$ cat src/rtl/transparency_blend_pipeline.sv
// Two-stage multi-channel A/B pixel blender with selectable modes and a
// frame-stepped fade engine that ramps the shared A-proportion toward a target.
module transparency_blend_pipeline #(
  parameter int CHANNEL_WIDTH          = 8,
  parameter int NUM_CHANNELS           = 3,
  parameter int TRANSPARENCY_PRECISION = 4,
  parameter int ROUND                  = 0
) (
  input  logic                                    clk,
  input  logic                                    reset,
  input  logic                                    in_valid,
  input  logic [NUM_CHANNELS*CHANNEL_WIDTH-1:0]   src_a_in,
  input  logic [NUM_CHANNELS*CHANNEL_WIDTH-1:0]   src_b_in,
  input  logic [1:0]                              mode,
  input  logic                                    frame_start,
  input  logic                                    fade_load,
  input  logic [TRANSPARENCY_PRECISION:0]         fade_target,
  input  logic [TRANSPARENCY_PRECISION:0]         fade_step,
  output logic [TRANSPARENCY_PRECISION:0]         proportion,
  output logic                                    fading,
  output logic                                    out_valid,
  output logic [NUM_CHANNELS*CHANNEL_WIDTH-1:0]   channel_out
);

  // Handshake: in_valid qualifies one pixel per cycle; there is no backpressure,
  // and out_valid is in_valid delayed exactly two cycles (dropped by reset).

  localparam int CW = CHANNEL_WIDTH;
  localparam int P  = TRANSPARENCY_PRECISION;
  localparam int PW = NUM_CHANNELS * CHANNEL_WIDTH;
  localparam int SW = P + CW + 1;

  localparam logic [P:0]    FULL    = {1'b1, {P{1'b0}}};
  localparam logic [CW-1:0] CH_MAX  = '1;
  localparam logic [SW-1:0] RND     = (ROUND != 0) ? (SW'(1) << (P - 1)) : SW'(0);

  localparam logic [1:0] MODE_BLEND = 2'd0;
  localparam logic [1:0] MODE_A     = 2'd1;
  localparam logic [1:0] MODE_B     = 2'd2;
  localparam logic [1:0] MODE_ADD   = 2'd3;

  typedef enum logic {IDLE, FADING} fade_state_t;

  fade_state_t state;
  logic [P:0]  target_q;
  logic [P:0]  step_q;
  logic [P:0]  target_c;
  logic        step_up;
  logic [P:0]  step_dist;
  logic        step_last;
  logic [P:0]  step_val;

  assign target_c  = (fade_target > FULL) ? FULL : fade_target;
  assign step_up   = (target_q > proportion);
  assign step_dist = step_up ? (target_q - proportion) : (proportion - target_q);
  // A step that would reach or pass the target lands exactly on it.
  assign step_last = (step_dist <= step_q);
  assign step_val  = step_last ? target_q :
                     (step_up ? (proportion + step_q) : (proportion - step_q));
  assign fading    = (state == FADING);

  always_ff @(posedge clk) begin
    if (reset) begin
      state      <= IDLE;
      proportion <= FULL;
      target_q   <= FULL;
      step_q     <= '0;
    end else if (fade_load) begin
      target_q <= target_c;
      step_q   <= fade_step;
      if (fade_step == '0) begin
        proportion <= target_c;
        state      <= IDLE;
      end else begin
        state <= (target_c == proportion) ? IDLE : FADING;
      end
    end else if ((state == FADING) && frame_start) begin
      proportion <= step_val;
      if (step_last) state <= IDLE;
    end
  end

  logic          s1_valid;
  logic [PW-1:0] s1_a;
  logic [PW-1:0] s1_b;
  logic [1:0]    s1_mode;
  logic [P:0]    s1_pa;

  always_ff @(posedge clk) begin
    if (reset) begin
      s1_valid <= 1'b0;
      s1_a     <= '0;
      s1_b     <= '0;
      s1_mode  <= MODE_BLEND;
      s1_pa    <= FULL;
    end else begin
      s1_valid <= in_valid;
      if (in_valid) begin
        s1_a    <= src_a_in;
        s1_b    <= src_b_in;
        s1_mode <= mode;
        s1_pa   <= proportion;
      end
    end
  end

  logic [PW-1:0] result;

  for (genvar ch = 0; ch < NUM_CHANNELS; ch++) begin : g_ch
    logic [CW-1:0] a_c;
    logic [CW-1:0] b_c;
    logic [SW-1:0] prod_a;
    logic [SW-1:0] prod_b;
    logic [SW-1:0] blend_sh;
    logic [SW-1:0] add_sum;
    logic [CW-1:0] blend_sat;
    logic [CW-1:0] add_sat;

    assign a_c       = s1_a[ch*CW +: CW];
    assign b_c       = s1_b[ch*CW +: CW];
    assign prod_a    = SW'(a_c) * SW'(s1_pa);
    assign prod_b    = SW'(b_c) * SW'(FULL - s1_pa);
    assign blend_sh  = (prod_a + prod_b + RND) >> P;
    assign add_sum   = (prod_a >> P) + SW'(b_c);
    assign blend_sat = (blend_sh > SW'(CH_MAX)) ? CH_MAX : blend_sh[CW-1:0];
    assign add_sat   = (add_sum > SW'(CH_MAX)) ? CH_MAX : add_sum[CW-1:0];

    assign result[ch*CW +: CW] = (s1_mode == MODE_A)   ? a_c :
                                 (s1_mode == MODE_B)   ? b_c :
                                 (s1_mode == MODE_ADD) ? add_sat : blend_sat;
  end

  always_ff @(posedge clk) begin
    if (reset) begin
      out_valid   <= 1'b0;
      channel_out <= '0;
    end else begin
      out_valid <= s1_valid;
      if (s1_valid) channel_out <= result;
    end
  end

endmodule

$ cat config.mk
export PLATFORM = sky130hd
export DESIGN_NAME = transparency_blend_pipeline
export DESIGN_NICKNAME = d
export VERILOG_FILES = /design/src/rtl/transparency_blend_pipeline.sv
export SDC_FILE = /design/constraint.sdc
export NUM_CORES = 1
export LEC_CHECK = 0
export CORE_MARGIN = 2
export CORE_UTILIZATION = 65
export DETAILED_ROUTE_END_ITERATION = 8
export PLACE_DENSITY = 0.86
export SLEW_MARGIN = 20
export SYNTH_ARGS = -nofsm -noshare
export SYNTH_HDL_FRONTEND = slang
export SYNTH_SLANG_ARGS = --single-unit
$ cat constraint.sdc
create_clock -name clk -period 13.9 [get_ports clk]
set_input_delay 1.39 -clock clk [delete_from_list [all_inputs] [get_ports clk]]
set_output_delay 1.39 -clock clk [all_outputs]
set_load 0.03 [all_outputs]
# After elaboration in Yosys (flattened, before gate mapping)
# Index checks and enable logic that the tools add are counted.
[classes] add_sub_neg=11 n_mul=6 order_cmp=9 n_eq_ne=5 muxes=27 n_reduce_logical=6
[op_table] op="$mux 8" n=15
[op_table] op="$add 13x13->13" n=3
[op_table] op="$mul 8x5->13" n=3
[op_table] op="$mux 5" n=7
[op_table] op="$add 9x8->10" n=3
[op_table] op="$gt 10x8->1 const B" n=3
[op_table] op="$gt 9x8->1 const B" n=3
[op_table] op="$mul 8x13->13" n=2
[op_table] op="$sub 5x5->5" n=3
[op_table] op="$mul 9x6->13" n=1
[op_table] op="$sub 5x5->6 const A" n=1
[op_table] op="$add 5x5->5" n=1
[op_table] op="$eq 5x5->1" n=1
[op_table] op="$gt 5x5->1" n=1
[op_table] op="$gt 5x5->1 const B" n=1
[op_table] op="$le 5x5->1" n=1
[op_table] op="$logic_not 5->1" n=1
[op_table] op="$mux 1" n=5
[op_table] op="$eq 2x2->1 const B" n=2
[op_table] op="$reduce_and 2->1" n=2
[op_table] op="$reduce_bool 2->1" n=2
[op_table] op="$eq 2x1->1 const B" n=1
[op_table] op="$ne 2x1->1 const B" n=1
[op_table] op="$logic_and 1x1->1" n=1
[totals] register_bits=97 word_cells=75

# Logic depth before layout (Yosys ltp)
# Gate-level depths: netlist of run 1.
[depth] word_depth=8 ltp_mapped=32 depth_no_buf=30

# Least setup slack after synthesis of run 1
# No wires, ideal clock.
[synth_path] path_type="register to register" start="register s1_pa[4]" end="register channel_out[12]" t_arrival_ns=7.684 required_time_ns=13.830 path_slack_ns=6.146 stages_incl_launch_ff=31 path_buffers=2 synth_period_minus_slack_ns=7.754 path_cell_list="dfxtp_1 > buf_2 > clkbuf_1 > nand2_1 > fa_1 > fa_1 > inv_1 > fa_1 > ha_1 > a21oi_1 > o21bai_1 > a21oi_1 > o21ai_0 > a21o_1 > a21o_1 > xnor2_1 > fa_1 > inv_1 > fa_1 > inv_1 > fa_1 > fa_1 > inv_1 > ha_1 > or3_1 > nor3_1 > a211oi_2 > xor2_1 > xnor2_1 > and4b_1 > a21oi_1"
[synth_between] elab_chain_cells=8 word_cells_on_any_way=12 cone_classes="add/sub (3); mul (2); order compare (2); mux (5)"
[synth_lines] item="start: declaration" line="87" source="logic [P:0] s1_pa;"
[synth_lines] item="start signal: assignment" line="102" source="s1_pa <= proportion;"
[synth_lines] item="$sub 5x5->6" line="122" source="assign prod_b = SW'(b_c) * SW'(FULL - s1_pa);"
[synth_lines] item="$mul 8x13->13" line="122"
[synth_lines] item="$add 13x13->13" line="123" source="assign blend_sh = (prod_a + prod_b + RND) >> P;"
[synth_lines] item="$gt 9x8->1" line="125" source="assign blend_sat = (blend_sh > SW'(CH_MAX)) ? CH_MAX : blend_sh[CW-1:0];"
[synth_lines] item="$mux 8" line="125"
[synth_lines] item="$mux 8 *" line="130" source="(s1_mode == MODE_ADD) ? add_sat : blend_sat;"
[synth_lines] item="$mux 8 *" line="129" source="(s1_mode == MODE_B) ? b_c :"
[synth_lines] item="$mux 8 *" line="128" source="assign result[ch*CW +: CW] = (s1_mode == MODE_A) ? a_c :"
[synth_lines] item="end signal: assignment" line="139" source="if (s1_valid) channel_out <= result;"
[synth_lines] item="end: declaration" line="22" source="output logic [NUM_CHANNELS*CHANNEL_WIDTH-1:0] channel_out"
# Mark *: on every way between the ends. The rest lies on a longest branch, timed or not.
# A chain may end at the register's enable or synchronous reset.

# Worst setup path in the final report of run 1
# Same ends and word-level chain as after synthesis.

==> summary.md, run 1 <==
| Metric | Value |
|---|---|
| Outcome | `complete, no violations` |
| Post-DR vias/cell | `5.95` |
| Final hold violations | `0` |
| CTS tree | `yes` |
| CP Capture Type | `flip-flop` |
| Rows | `56` |
| Area of the core | `23,500 µm²` |
| Final HPWL DP | `30,000 µm` |
| Post-synthesis cell count | `1,792` |
| Worst-path clk slew | `0.08 ns` |
| Max-cap viol count | `0` |
| CP most frequent cell | `fa_1` |
| Crit path largest cell delay | `0.94 ns` |
| Post_cts resized | `0` |
| Post-synth EDFFs | `0` |
| Buf/Inv on CP | `4` |
| Crit-path slowest cell | `dfxtp_1` |
| Worst r2r src | `s1_pa[4]` |
| Cell taking the most area after synthesis | `fa_1` |
| Die H | `159 µm` |
| Syn_nets | `2,227` |
| Ys async rst share | `0%` |
| FILL cells | `1,715` |
| Max Transition Viols Final | `0` |
| Relative slew margins | `26.5%` |
| Non-Filler Instances | `2,168` |
| Vias in the first global route | `13.6k` |
| Post-synth top area share | `25.3%` |
| Setup Fix Bufs, Post-CTS | `0` |
| Yosys cell types | `77` |
| CP Class | `flip-flop to flip-flop` |
| Synthesized flop and latch total | `97` |
| WL final | `39,700 µm` |
| Maximum vdd drop | `52.9 µV` |
| Grt total ovfl | `0` |
| Seq/Total Area, Yosys | `12.5%` |
| Placed cell areas | `16,700 µm²` |
| Design Power | `0.000964 W` |
| Total die area | `25,100 µm²` |
| Synthesis warning total | `0` |
| Worst slew pin tran | `1.10 ns` |
| Longest Clk Path Bufs | `2` |
| Hold path cells | `2` |
| Synth Flop Type | `dfxtp_1` |
| Number of CTS-inserted buffers | `9` |
| Routed WL per cell | `18.3 µm` |
| Global placement routability congestion | `0.913` |
| Layout Nets | `2,279` |
| Tmin final | `8.72 ns` |
| Area Overhead vs Synth | `9.75%` |
| Synth Area per Inst | `8.66 µm²` |
| Share of cells above drive strength 1 | `3.08%` |
| Worst EP arrival | `9.04 ns` |
| Ant diodes | `0` |
| Initial antenna violation count | `0` |
| Antenna Nets Post-Route | `0` |
| Delay-heaviest family, CP | `adder cells` |
| Placed instance count | `2,152` |
| Post-route cell area | `17,000 µm²` |
| 1st-pass router iterations | `5` |
| Initial Utilization | `66.1%` |
| Htree depth | `3` |
| Worst EP required | `14.21 ns` |
| Largest net degree at the start of global routing | `84` |
| IO Port Bufs | `95` |
| Clk_lat worst skew | `0.38 ns` |
| Unrepaired setup endpoints after global routing | `no` |
| # IOs | `96` |
| RR Endpoint | `channel_out[12]` |
| Final setup fails | `0` |
| Vias | `12.9k` |
| Setup slack, reg-to-reg | `5.18 ns` |
| Largest cells by area after synthesis | `fa_1, ha_1, dfxtp_1, and2_1, inv_1` |
| # hold bufs at CTS | `0` |
| Die extent in x | `159 µm` |
| Crit Path Max Fanout | `27` |
| Hold path endpoint | `channel_out[9]` |
| PD cells | `56.6 nW/µm²` |
| Hold WC Path Type | `flip-flop to flip-flop` |
| Max Clk Rate | `115 MHz` |
| # clock sinks | `97` |
| Drt drc | `0` |
| Tot GR Track Use | `33.6%` |
| Static leakage | `8.52 nW` |
| Min-delay src | `channel_out[9]` |
| Root buffer cell | `clkbuf_16` |
| Clock skew | `0.0116 ns` |
| Crit start category | `flip-flop` |
| Global-route wire length before repair | `66,300 µm` |
| Mapped Area | `15,500 µm²` |
| Tcrit/Tclk final | `62.8%` |
| R2r worst-path depth | `28` |
| DRT iter0 DRCs | `1,045` |
| Setup_tns | `0 ns` |
-- worst min-delay path: cells and delay by family (launching register included) --
kind / cells / cell delay (ns)
AOI/OAI and AO/OA: 1 / 0.05
DFF: 1 / 0.34
and+or+nand+nor: 1 / 0.06
-- worst max path at each step --
stage / start / to / depth (start not counted) / slack, ns
final: s1_pa[4] / channel_out[12] / 28 / 5.18
after global routing: s1_pa[4] / channel_out[13] / 28 / 4.67
after CTS: s1_pa[4] / channel_out[12] / 28 / 5.28
after detailed placement: s1_pa[4] / channel_out[12] / 28 / 5.31
after global placement: s1_pa[4] / channel_out[12] / 28 / 5.56
after floorplan: s1_pa[4] / channel_out[12] / 30 / 6.15
-- sequential cells by signal (all words and copies together), names as in the netlist --
name and flops:
s1_b 24, step_q 5, s1_pa 5, fading 1, proportion 5, out_valid 1, s1_mode 2, target_q 5
s1_a 24, s1_valid 1, channel_out 24
-- cell families after synthesis --
logic type / Yosys count / share of synthesized area, %
compound gates: 269 / 11.6
xor+xnor: 105 / 6.23
simple gates: 542 / 17.5
buf+inv: 339 / 8.24
fa+ha+maj: 370 / 39.3
flops: 97 / 12.5
mux: 70 / 4.55
-- cells in the mapped netlist (11+ instances only) --
| cell | count |
|---|---|
| mux2i_1 | 68 |
| a211oi_1 | 11 |
| a21oi_1 | 68 |
| ha_1 | 174 |
| nand2_1 | 140 |
| nor2b_1 | 13 |
| o21a_1 | 15 |
| a21o_1 | 23 |
| and2_1 | 170 |
| xnor2_1 | 61 |
| inv_1 | 271 |
| nor2_1 | 125 |
| o221ai_1 | 15 |
| nand2b_1 | 13 |
| nor3_1 | 18 |
| xor2_1 | 41 |
| nand3_1 | 17 |
| clkbuf_1 | 54 |
| fa_1 | 196 |
| o21ai_0 | 61 |
| dfxtp_1 | 97 |
-- power breakdown --
group / internal [W] / total (W) / switching (W)
combinational: 0.000156 / 0.000362 / 0.000206
clock: 0.000129 / 0.000270 / 0.000141
sequential: 0.000295 / 0.000331 / 0.0000363
-- metal layers --
layer	track usage, %	share of wire, %	vias up
met5	0	0	-
li1	-	-	5917
met1	42.0	39	6233
met4	17.6	5.2	0
met2	56.0	48	592
met3	5.63	7.9	154
-- cell usage in the layout (no fill, tap or decap), drive strengths merged, types with 24 or more instances in the layout --
cell type        n
o21ai           66
nand2          141
xor2            41
inv            277
a21o            24
clkdlybuf4s50   93
and2           170
fa             196
dfxtp           97
a21oi           70
ha             174
xnor2           62
mux2i           69
nor2           125
-- per-stage QoR --
| step | hold slack (ns) | utilization [%] | setup WS (ns) |
|---|---|---|---|
| global route | 0.498 | 72.6 | 4.67 |
| floorplan | 0.460 | - | 6.15 |
| detailed placement | 0.473 | 71.2 | 5.31 |
| CTS | 0.488 | 72.5 | 5.28 |
| finish | 0.485 | 72.6 | 5.18 |
| global placement | 0.471 | 71.2 | 5.56 |
-- area by class of cell --
class | instances | area, µm² | share of cell area [%]
inverters | 274 | 1030 | 6.04
clock buffers | 9 | 225 | 1.32
multi-input cells | 1356 | 12300 | 72.4
well taps | 319 | 399 | 2.34
flip-flops and latches | 97 | 1940 | 11.4
repair buffers | 106 | 1030 | 6.02
clock inverters | 7 | 81.3 | 0.478
Power figures use the tool's default switching activity.
==> run 2, diff against run 1 <==
--- a/config.mk
+++ b/config.mk
@@ -6,9 +6,9 @@
 export NUM_CORES = 1
 export LEC_CHECK = 0
 export CORE_MARGIN = 2
-export CORE_UTILIZATION = 65
+export CORE_UTILIZATION = 57
 export DETAILED_ROUTE_END_ITERATION = 8
-export PLACE_DENSITY = 0.86
+export PLACE_DENSITY = 0.8
 export SLEW_MARGIN = 20
 export SYNTH_ARGS = -nofsm -noshare
 export SYNTH_HDL_FRONTEND = slang
==> constraint.sdc (replaced) <==
create_clock -name clk -period 7.51 [get_ports clk]
set_input_delay 0.751 -clock clk [delete_from_list [all_inputs] [get_ports clk]]
set_output_delay 0.751 -clock clk [all_outputs]
set_load 0.03 [all_outputs]
==> run 2 against run 1 <==
Effect of this change: routed wire length increased by 6.7%; clock power increased by 99%; worst hold slack got worse by 0.0016 ns; die area increased by 14%; critical endpoint is now channel_out[2].
==> summary.md, run 2 (synthesis gave the netlist of run 1 again) <==
| Metric | Value |
|---|---|
| Outcome | `complete, no violations` |
| RR Endpoint | `channel_out[2]` |
| Placed instance count | `2,223 (+3.3%)` |
| Post-DR vias/cell | `5.91 (-0.64%)` |
| Layout Nets | `2,335 (+2.5%)` |
| Initial antenna violation count | `1 (+1)` |
| Max Transition Viols Final | `0 (unchanged)` |
| Hold path endpoint | `channel_out[9]` |
| Grt total ovfl | `0 (unchanged)` |
| Worst EP required | `7.76 ns (-6.45 ns)` |
| Clock skew | `0.0202 ns (+0.00854 ns)` |
| Number of CTS-inserted buffers | `9 (unchanged)` |
| Min-delay src | `channel_out[9]` |
| Most common cell after layout, fill and taps aside | `inv_1` |
| Unrepaired setup endpoints after global routing | `yes` |
| Die extent in x | `169 µm (+6.6%)` |
| Post-layout util | `66.6% (-6.0 points)` |
| Largest net degree at the start of global routing | `66 (-21%)` |
| Antenna Nets Post-Route | `0 (unchanged)` |
| Clk pwr share | `28.6% (+0.6 points)` |
| Gate power share | `39.1% (+1.5 points)` |
| Area Overhead vs Synth | `15.3%` |
| Worst slew pin tran | `1.07 ns (-0.0327 ns)` |
| Maximum vdd drop | `106 µV (+100%)` |
| Crit path largest cell delay | `0.56 ns (-0.38 ns)` |
| Crit-path slowest cell | `fa_1` |
| Final hold violations | `0 (unchanged)` |
| R2r worst-path depth | `27 (-3.6%)` |
| Longest Clk Path Bufs | `2 (unchanged)` |
| Total die area | `28,600 µm² (+14%)` |
| Most frequent cells in the layout | `inv_1, fa_1, and2_1, ha_1, nand2_1` |
| Vias in the first global route | `13.5k (-0.67%)` |
| CP most frequent cell | `fa_1` |
| Share of cells above drive strength 1 | `9.24% (+6.2 points)` |
| Worst EP arrival | `7.68 ns (-1.36 ns)` |
| WL final | `42,400 µm (+6.7%)` |
| # hold bufs at CTS | `0 (unchanged)` |
| Place WS | `-0.192 ns (-5.50 ns)` |
| Setup slack, reg-to-reg | `0.08 ns (-5.09 ns)` |
| Crit Path Max Fanout | `4 (-85%)` |
| Hold path cells | `2 (unchanged)` |
| Tot GR Track Use | `30.0% (-3.5 points)` |
| Pint | `0.00114 W (+97%)` |
| # IOs | `96 (unchanged)` |
| Sequential power share | `32.3% (-2.1 points)` |
| Htree depth | `3 (unchanged)` |
| Initial Utilization | `57.7% (-8.4 points)` |
| Worst r2r src | `s1_pa[3]` |
| Relative slew margins | `28.7% (+2.2 points)` |
| CTS tree | `yes` |
| CP Class | `flip-flop to flip-flop` |
| Tmin final | `7.43 ns (-1.30 ns)` |
| Hold WC Path Type | `flip-flop to flip-flop` |
| Clk_lat worst skew | `0.37 ns (about the same)` |
| 1st-pass router iterations | `7 (+2)` |
| Max Clk Rate | `135 MHz (+17%)` |
| Static leakage | `8.82 nW (+3.5%)` |
| CP Capture Type | `flip-flop` |
| Switching share of power | `39.2% (-0.60 points)` |
| Die H | `169 µm (+6.6%)` |
| Max-cap viol count | `0 (unchanged)` |
| Vias | `13.3k (+3.0%)` |
| Final HPWL DP | `32,100 µm (+7.1%)` |
| Rows | `60 (+7.1%)` |
| Area of the core | `26,900 µm² (+14%)` |
| Top flop regs | `channel_out: 24 flops, s1_a: 24 flops, s1_b: 24 flops` |
| IO Port Bufs | `95 (unchanged)` |
| Final setup fails | `0 (unchanged)` |
| FILL cells | `2,084 (+22%)` |
| DRT iter0 DRCs | `996 (-4.7%)` |
| Crit start category | `flip-flop` |
| # clock sinks | `97 (unchanged)` |
| Drt drc | `0 (unchanged)` |
| Global-route wire length before repair | `68,300 µm (+3.0%)` |
| P_sw | `0.000735 W (+92%)` |
| Global placement routability congestion | `0.943 (+3.3%)` |
| Routed WL per cell | `18.9 µm (+2.9%)` |
| Final worst-path setup slack | `0.0834 ns (-5.09 ns)` |
| Tcrit/Tclk final | `98.9% (+36 points)` |
| Root buffer cell | `clkbuf_16` |
| PD cells | `105 nW/µm² (+85%)` |
| Non-Filler Instances | `2,247 (+3.6%)` |
| Worst-path clk slew | `0.08 ns (about the same)` |
## run 2: power by group through the flow
stage                     Clock (W)  Sequential [W]  Combinational (W)
after global routing       0.000556        0.000609           0.000808
final                      0.000537        0.000606           0.000733
after CTS                  0.000538        0.000603           0.000704
after global placement            0        0.000614           0.000668
after floorplan                   0        0.000610           0.000468
after detailed placement          0        0.000615           0.000695
## run 2: critical path: cells and delay by family, from the launching register on
| family | cells | cell delay (ns) |
|---|---|---|
| fa+ha+maj | 9 | 3.95 |
| simple gates | 6 | 1.03 |
| compound gates | 5 | 0.79 |
| xor+xnor | 2 | 0.65 |
| buf+inv | 5 | 0.54 |
| flops | 1 | 0.38 |
## run 2: worst max-delay path by stage
stage	from	to	slack [ns]	cells after the start
final	s1_pa[3]	channel_out[2]	0.08	27
after global routing	s1_pa[2]	channel_out[12]	-0.07	31
after CTS	s1_pa[3]	channel_out[1]	0.002	29
after detailed placement	s1_pa[4]	channel_out[14]	-0.19	28
after global placement	s1_pa[4]	channel_out[14]	-0.005	28
after floorplan	s1_pa[4]	channel_out[14]	0.009	31
## run 2: per-layer routing
metal  part of all wire [%]  up-vias  routed length, µm  GRT usage [%]
li1                       -     6024                  -              -
met1                     41     6530              17400           39.7
met2                     48      599              20100           50.6
met3                    7.5      127               3190           4.23
met4                    4.0        0               1700           10.9
met5                      0        -                  0              0
## run 2: what timing repair did
| action | 4_1_cts | 5_1_grt |
|---|---|---|
| gates resized for setup | 9 | 72 |
| endpoints found under the hold margin | 0 | 0 |
| pin swaps | 12 | 75 |
| setup buffers | 2 | 7 |
| endpoints found under the setup margin | 16 | 16 |
## run 2: through the flow
step	area, µm²	hold WS (ns)	setup TNS, ns	power, W
final	17900	0.483	0	0.00188
after global placement	17100	0.467	-0.00576	0.00128
after global routing	17900	0.504	-0.669	0.00197
after floorplan	15500	0.460	0	0.00108
after CTS	17500	0.484	0	0.00184
after detailed placement	17100	0.473	-2.29	0.00131
## run 2: cell type report
type | count | area (µm²) | area share, %
clock buffers | 10 | 239 | 1.34
clock inverters | 6 | 78.8 | 0.441
diodes | 1 | 2.50 | 0.0140
flip-flops and latches | 97 | 1950 | 10.9
repair buffers | 162 | 1470 | 8.23
inverters | 274 | 1030 | 5.75
multi-input cells | 1356 | 12700 | 70.9
well taps | 341 | 427 | 2.38
